==> src/rtl/relu_node_stream_queue.sv <==
// Ping-pong queue that captures whole ReLU layer vectors and streams (index, value)
// pairs to the next layer over valid/ready, optionally skipping zero activations.
module relu_node_stream_queue #(
  parameter int unsigned NODES      = 16,
  parameter int unsigned DATA_WIDTH = 8,
  parameter int unsigned SKIP_ZERO  = 1
) (
  input  logic                              clk,
  input  logic                              reset,
  input  logic                              load_valid,
  output logic                              load_ready,
  input  logic [NODES*DATA_WIDTH-1:0]       load_data,
  output logic                              out_valid,
  input  logic                              out_ready,
  output logic [$clog2(NODES)-1:0]          out_index,
  output logic [DATA_WIDTH-1:0]             out_data,
  output logic                              out_last,
  output logic                              bank_done,
  output logic                              queue_empty
);

  localparam int unsigned INDEX_WIDTH = $clog2(NODES);
  localparam logic [INDEX_WIDTH-1:0] LAST_IDX = INDEX_WIDTH'(NODES - 1);

  typedef enum logic {
    ST_IDLE  = 1'b0,
    ST_DRAIN = 1'b1
  } state_t;

  state_t                  state_q, state_d;
  logic [DATA_WIDTH-1:0]   bank_mem [2][NODES];
  logic [1:0]              full_q, full_d;
  logic                    wr_ptr_q, wr_ptr_d;
  logic                    rd_ptr_q, rd_ptr_d;
  logic [INDEX_WIDTH-1:0]  cursor_q, cursor_d;

  logic                    out_valid_d;
  logic [INDEX_WIDTH-1:0]  out_index_d;
  logic [DATA_WIDTH-1:0]   out_data_d;
  logic                    out_last_d;
  logic                    bank_done_d;

  logic                    load_fire;
  logic                    slot_free;
  logic                    at_last;
  logic                    emit;
  logic [DATA_WIDTH-1:0]   entry;

  // Handshake qualifiers derive from registered state only.
  assign load_ready  = reset & ~(full_q[0] & full_q[1]);
  assign load_fire   = load_valid & load_ready;
  assign slot_free   = ~out_valid | out_ready;
  assign queue_empty = ~full_q[0] & ~full_q[1] & ~out_valid;

  assign entry   = bank_mem[rd_ptr_q][cursor_q];
  assign at_last = (cursor_q == LAST_IDX);
  assign emit    = (SKIP_ZERO == 0) | (entry != '0) | at_last;

  // Bank storage: whole vector written on accept; node 0 lives in the MSBs.
  always_ff @(posedge clk) begin
    if (load_fire) begin
      for (int unsigned i = 0; i < NODES; i++) begin
        bank_mem[wr_ptr_q][i] <= load_data[(NODES-1-i)*DATA_WIDTH +: DATA_WIDTH];
      end
    end
  end

  // State and output registers.
  always_ff @(posedge clk) begin
    if (!reset) begin
      state_q   <= ST_IDLE;
      full_q    <= '0;
      wr_ptr_q  <= 1'b0;
      rd_ptr_q  <= 1'b0;
      cursor_q  <= '0;
      out_valid <= 1'b0;
      out_index <= '0;
      out_data  <= '0;
      out_last  <= 1'b0;
      bank_done <= 1'b0;
    end else begin
      state_q   <= state_d;
      full_q    <= full_d;
      wr_ptr_q  <= wr_ptr_d;
      rd_ptr_q  <= rd_ptr_d;
      cursor_q  <= cursor_d;
      out_valid <= out_valid_d;
      out_index <= out_index_d;
      out_data  <= out_data_d;
      out_last  <= out_last_d;
      bank_done <= bank_done_d;
    end
  end

  // Next-state logic: load bookkeeping first, then the drain FSM.
  always_comb begin
    state_d     = state_q;
    full_d      = full_q;
    wr_ptr_d    = wr_ptr_q;
    rd_ptr_d    = rd_ptr_q;
    cursor_d    = cursor_q;
    out_valid_d = out_valid;
    out_index_d = out_index;
    out_data_d  = out_data;
    out_last_d  = out_last;
    bank_done_d = 1'b0;

    if (load_fire) begin
      full_d[wr_ptr_q] = 1'b1;
      wr_ptr_d         = ~wr_ptr_q;
    end

    unique case (state_q)
      ST_IDLE: begin
        if (slot_free) begin
          out_valid_d = 1'b0;
        end
        if (full_d[rd_ptr_q]) begin
          state_d  = ST_DRAIN;
          cursor_d = '0;
        end
      end

      ST_DRAIN: begin
        if (slot_free) begin
          if (emit) begin
            out_valid_d = 1'b1;
            out_index_d = cursor_q;
            out_data_d  = entry;
            out_last_d  = at_last;
          end else begin
            out_valid_d = 1'b0;
          end
          if (at_last) begin
            // Release the bank; carry straight on if the other one is waiting.
            full_d[rd_ptr_q] = 1'b0;
            rd_ptr_d         = ~rd_ptr_q;
            cursor_d         = '0;
            bank_done_d      = 1'b1;
            state_d          = full_d[~rd_ptr_q] ? ST_DRAIN : ST_IDLE;
          end else begin
            cursor_d = cursor_q + INDEX_WIDTH'(1);
          end
        end
      end

      default: state_d = ST_IDLE;
    endcase
  end

endmodule

==> config.mk <==
export PLATFORM = sky130hd
export DESIGN_NAME = relu_node_stream_queue
export DESIGN_NICKNAME = d
export VERILOG_FILES = /design/src/rtl/relu_node_stream_queue.sv
export SDC_FILE = /design/constraint.sdc
export NUM_CORES = 1
export LEC_CHECK = 0
export CORE_ASPECT_RATIO = 1.25
export CORE_MARGIN = 1
export CORE_UTILIZATION = 25
export DETAILED_ROUTE_END_ITERATION = 16
export RECOVER_POWER = 50
export SYNTH_ARGS = -nofsm -noshare
export SYNTH_HDL_FRONTEND = slang
export SYNTH_SLANG_ARGS = --single-unit
==> constraint.sdc <==
create_clock -name clk -period 6.58 [get_ports clk]
set_clock_uncertainty 0.2 [all_clocks]
set_input_delay 1.645 -clock clk [delete_from_list [all_inputs] [get_ports clk]]
set_output_delay 1.645 -clock clk [all_outputs]
set_load 0.02 [all_outputs]
Yosys cells after proc, flatten, opt, wreduce, memory -nomap -nowiden
Memories as Yosys holds them, arrays and structs flattened. A register that Yosys moved wholly into a read port is not among the register bits.
Cells that the tools add are included.
{ "totals": {"reg_bits": 24, "mem_bits_rw": 256, "n_memories": 1} }
{ "op_classes": {"addsub": 1, "magnitude_cmp": 6, "n_eq_ne": 4, "muxes": 33, "bitwise_logic": 18, "n_reduce_logical": 8} }
{ "memory_table": {"columns": ["memory", "words", "width", "rd", "rd_ports_with_merged_regs", "write_ports", "line", "rtl"], "rows": [
  ["bank_mem", 2, 128, 1, 1, 1, "31", "logic [DATA_WIDTH-1:0] bank_mem [2][NODES];"]
]} }
{ "op_table": {"columns": ["operator", "n"], "rows": [
  ["8-bit binary-select mux with 4-bit select", 1],
  ["1-bit two-way mux", 18],
  ["8-bit two-way mux", 2],
  ["4-bit two-way mux", 3],
  ["3-bit AND reduction", 3],
  ["2-bit two-way mux", 4],
  ["4-bit case mux with 2 select lines", 1],
  ["8-bit nonzero test", 1],
  ["1-bit inverter", 7],
  ["1-bit by 2-bit less-than comparator with 1-bit output (second input constant)", 3],
  ["1-bit bitwise AND", 5],
  ["5-bit >= comparator (second input constant)", 1],
  ["4-bit inverter with 5-bit output", 1],
  ["4-bit by 1-bit adder with 4-bit output (second input constant)", 1],
  ["4-bit equality test (second input constant)", 1],
  ["2-bit != test (second input constant)", 2],
  ["1-bit case mux with 2 select lines", 2],
  ["2-bit AND reduction", 2],
  ["2-bit bitwise AND", 1],
  ["1-bit demux with 1-bit select", 2],
  ["1-bit >= comparator (second input constant)", 2],
  ["1-bit logical AND", 2],
  ["2-bit by 1-bit != test with 1-bit output (second input constant)", 1],
  ["2-bit inverter", 1],
  ["2 further kinds", 3]
]} }

Depth between registers and ports, before layout
{ "logic_depth": {"depth_word": 13, "ltp_mapped": 11, "ltp_nobuf": 7} }

Worst setup path after synthesis
Ideal clock, no wire load.
{ "synth_path": {"path_type": "input port to flip-flop", "start": "in reset", "end": "reg cursor_q[2]", "t_arrival_ns": 6.397, "required_ns": 6.246, "setup_slack_ns": -0.151, "stages": 7, "cell_sequence": "a21boi_0 > and3_1 > or2_2 > a21oi_1 > o21a_1 > o21ai_0 > a21oi_1"} }
{ "synth_via": {"elab_chain_cells": 7} }
{ "synth_rtl": {"columns": ["item", "line", "rtl"], "rows": [
  ["from (decl)", "9", "input logic reset,"],
  ["1-bit bitwise AND", "50", "assign load_ready = reset & ~(full_q[0] & full_q[1]);"],
  ["1-bit bitwise AND", "51", "assign load_fire = load_valid & load_ready;"],
  ["2-bit two-way mux", "108", "if (load_fire) begin"],
  ["1-bit two-way mux (not written as such) (2 in a row)", "118", "if (full_d[rd_ptr_q]) begin"],
  ["2-bit != test (no source line)", null, null],
  ["2-bit AND reduction (no source line)", null, null],
  ["to (signal assigned)", "86", "cursor_q <= cursor_d;"],
  ["to (decl)", "35", "logic [INDEX_WIDTH-1:0] cursor_q, cursor_d;"]
]} }
Several ways; a longest one is shown, not always the timed one. The select of a mux whose other input is x is not followed.
A chain may end at the register's enable or synchronous reset.

Worst setup path in the final report
{ "layout_path": {"start": "in reset", "end": "out load_ready"} }
{ "layout_via": {"elab_chain_cells": 1} }
{ "layout_rtl": {"columns": ["item", "line", "rtl"], "rows": [
  ["1-bit bitwise AND", "50", null],
  ["to (decl)", "11", "output logic load_ready,"]
]} }
No other way between the ends.

==> impl_metrics.py <==
metrics = {
    "run_status": {
        "outcome": "finished with violations",
        "violations": "capacitance limit, slew limit",
    },
    "route": {
        "met1_length_microns": 11700,
        "totalWireLength_microns": 26900,
        "wl_met3_microns": 1540,
        "ant_nets": 0,
        "wl_met2_microns": 13300,
        "first_iter_violations": 376,
        "wire_per_inst_microns": 19.7,
        "routed-via-count": 6167,
        "top_layer": "met5",
        "avgViaCountPerCell": 4.52,
        "first_pass_iters": 4,
        "drc": 0,
    },
    "synth": {
        "synth_ff_type": "edfxtp_1",
        "ys_ff_latch": 281,
        "async_flop_share_pct": 0,
        "yosys-top-cells-area": "edfxtp_1 69%, mux4_2 6.7%, mux2i_1 5.6%",
        "ys_seq_area_share_pct": 73.8,
        "synthesis.area_sq_mm": 0.0111,
        "synth_area_per_cell_sq_um": 18.0,
        "synth-edff-count": 256,
        "ys_types": 50,
        "yosysMostFrequentCell": "edfxtp_1",
        "syn_nets": 750,
        "yosys.area.top_type": "edfxtp_1",
        "synth_commonest_cells": "256 x edfxtp_1, 62 x mux2i_1, 33 x mux4_2",
        "ys_warn_count": 0,
        "synth_top_area_share_pct": 69.3,
        "synth_cells": 617,
    },
    "clocking": {
        "ctsHoldBuffers": 0,
        "clkLatencyLatePin_ns": 0.54,
        "cts-resized-gates": 0,
        "cts_root_buffer": "clkbuf_16",
        "cts_tree": "done",
        "ctsHtreeMaxLevel": 1,
        "cts_made_buffers": 29,
        "clockBufferDepth": 3,
        "post_cts_buffers": 0,
        "cts.sinks": 281,
        "clk_pin_slew_ns": 0.06,
    },
    "global_routing": {
        "grt_pass1_wl_microns": 40400,
        "antenna_found_initial": 6,
        "grt_pass1_vias": 6480,
        "grt_usage_pct": 12.0,
        "grt_overflow": 0,
        "grt_max_degree": 89,
    },
    "cells_and_area": {
        "stdcell_area_sq_mm": 0.0141,
        "syn2layout_area_growth_pct": 27.3,
        "nFillCells": 4244,
        "finalNetCount": 909,
        "multi_input_area_sq_mm": 0.00267,
        "post_layout_nonfiller_instances": 1365,
        "seqCellArea_sq_mm": 0.00819,
        "drive_above_1_share_pct": 12.8,
    },
    "floorplan": {
        "fp-row-count": 85,
        "core_sq_mm": 0.0434,
        "die_h_microns": 238,
        "die_x_microns": 190,
        "start_util_pct": 25.6,
        "die-area_sq_mm": 0.0452,
        "ios": 149,
    },
    "placed_design": {
        "gp_congestion": 0.728,
        "hpwl_microns": 18200,
        "placed_area_sq_mm": 0.0132,
        "pre_cts_ws_ns": 1.25,
        "port_buffers": 148,
        "dp.cells": 1310,
    },
    "sta": {
        "rsz0062_at_grt": "false",
        "timing.final.crit_share_pct": 80.1,
        "layout_setup_ws_ns": 1.31,
        "fmax_mhz": 190,
        "slew_viol_final": 86,
        "setup_viol": 0,
        "slew_headroom_pct": -52.2,
        "fin_setup_tns_ns": 0,
        "tightest_slew_ns": 2.28,
        "hold_viol": 0,
        "period_needed_ns": 5.27,
    },
    "min_path": {
        "hold_path.class": "reg -> reg",
    },
    "power": {
        "total_power_w": 0.00388,
        "power_per_cell_area_mw_per_mm2": 275,
        "p_leak_nw": 4.46,
        "peakVddDrop_uv": 168,
    },
    "setup_path": {
        "crit_path_end_kind": "output pin",
        "cp-start-kind": "input pin",
        "cp_data_required_time_ns": 4.74,
        "arrival_ns": 3.43,
        "crit_fanout": 21,
        "worstSetupPathType": "in -> out",
    },
    "run": {
        "cap_violations": 2,
    },
}
==> layer usage <==
metal / global-route usage [%] / vias up
met1: 15.5 / 3126
met5: 0 / -
met4: 2.93 / 2
met3: 2.60 / 28
li1: - / 2829
met2: 20.3 / 182
==> critical path, stage by stage <==
cell and delay, ns:
clkdlybuf4s50_1 0.46, buf_4 0.23, a21boi_0 0.38, clkdlybuf4s50_1 0.71
==> final cells by class <==
cell class / count / share of cell area (%)
clock buffers: 39 / 5.40
well taps: 565 / 5.00
repair buffers: 163 / 11.5
clock inverters: 14 / 1.03
multi-input cells: 295 / 18.9
flip-flops and latches: 281 / 58.0
diodes: 2 / 0.0354
inverters: 6 / 0.159
==> cell families (layout without fill, tap and decap cells) <==
| group | Yosys count | count (layout) | synth area share (%) |
|---|---|---|---|
| fa+ha+maj | 1 | 1 | 0.113 |
| flops | 281 | 281 | 73.8 |
| mux | 96 | 96 | 12.5 |
| other cells | 0 | 2 | 0 |
| xor+xnor | 1 | 1 | 0.0790 |
| buf+inv | 41 | 222 | 2.11 |
| compound gates | 103 | 103 | 6.68 |
| simple gates | 94 | 94 | 4.68 |
==> sequential cells by signal, summed over array words and instances (netlist names), named ones only <==
| signal | cells |
|---|---|
| out_valid | 1 |
| out_last | 1 |
| cursor_q | 4 |
| out_data | 8 |
| rd_ptr_q | 1 |
| bank_mem | 256 |
| out_index | 4 |
| bank_done | 1 |
| full_q | 2 |
| wr_ptr_q | 1 |
| state_q | 1 |
==> report_power, final <==
part | internal (W) | leakage, nW | switching [W]
logic | 0.000120 | 1.47 | 0.000147
clock network | 0.000928 | 0.440 | 0.000655
registers | 0.00201 | 2.56 | 0.0000192
==> worst paths after layout <==
check / start / end / slack, ns / cells past startpoint
max: reset / load_ready / 1.31 / 4
min: out_data[5] / out_data[5] / 0.30 / 2
max reg2reg: flip-flop / out_data[5] / 2.70 / 7
min reg2reg: out_data[5] / out_data[5] / 0.30 / 2
==> cell usage in the layout (no fill, tap or decap), types with 5 or more instances in the layout <==
master	Yosys	layout
a211o_1	6	6
a211oi_2	5	5
a21oi_1	24	24
a22oi_1	15	15
a2bb2oi_1	6	6
and2_1	11	10
buf_4	4	13
clkbuf_1	14	10
clkbuf_16	0	29
clkinv_1	0	5
dfxtp_1	25	23
dlygate4sd3_1	0	144
edfxtp_1	256	256
inv_1	6	6
mux2i_1	62	62
mux4_2	33	33
nand2_1	14	14
nand3_1	11	11
nor2_1	23	23
nor2b_1	7	7
nor3_1	5	5
o21ai_0	9	9
o221ai_1	11	11
o22ai_1	8	8
==> through the flow <==
stage               hold WS (ns)  utilization, %
finish                     0.296            32.6
global route               0.323            32.5
CTS                        0.297            32.6
detailed placement         0.288            30.5
global placement           0.278            30.5
floorplan                  0.316               -
Power figures use the tool's default switching activity.
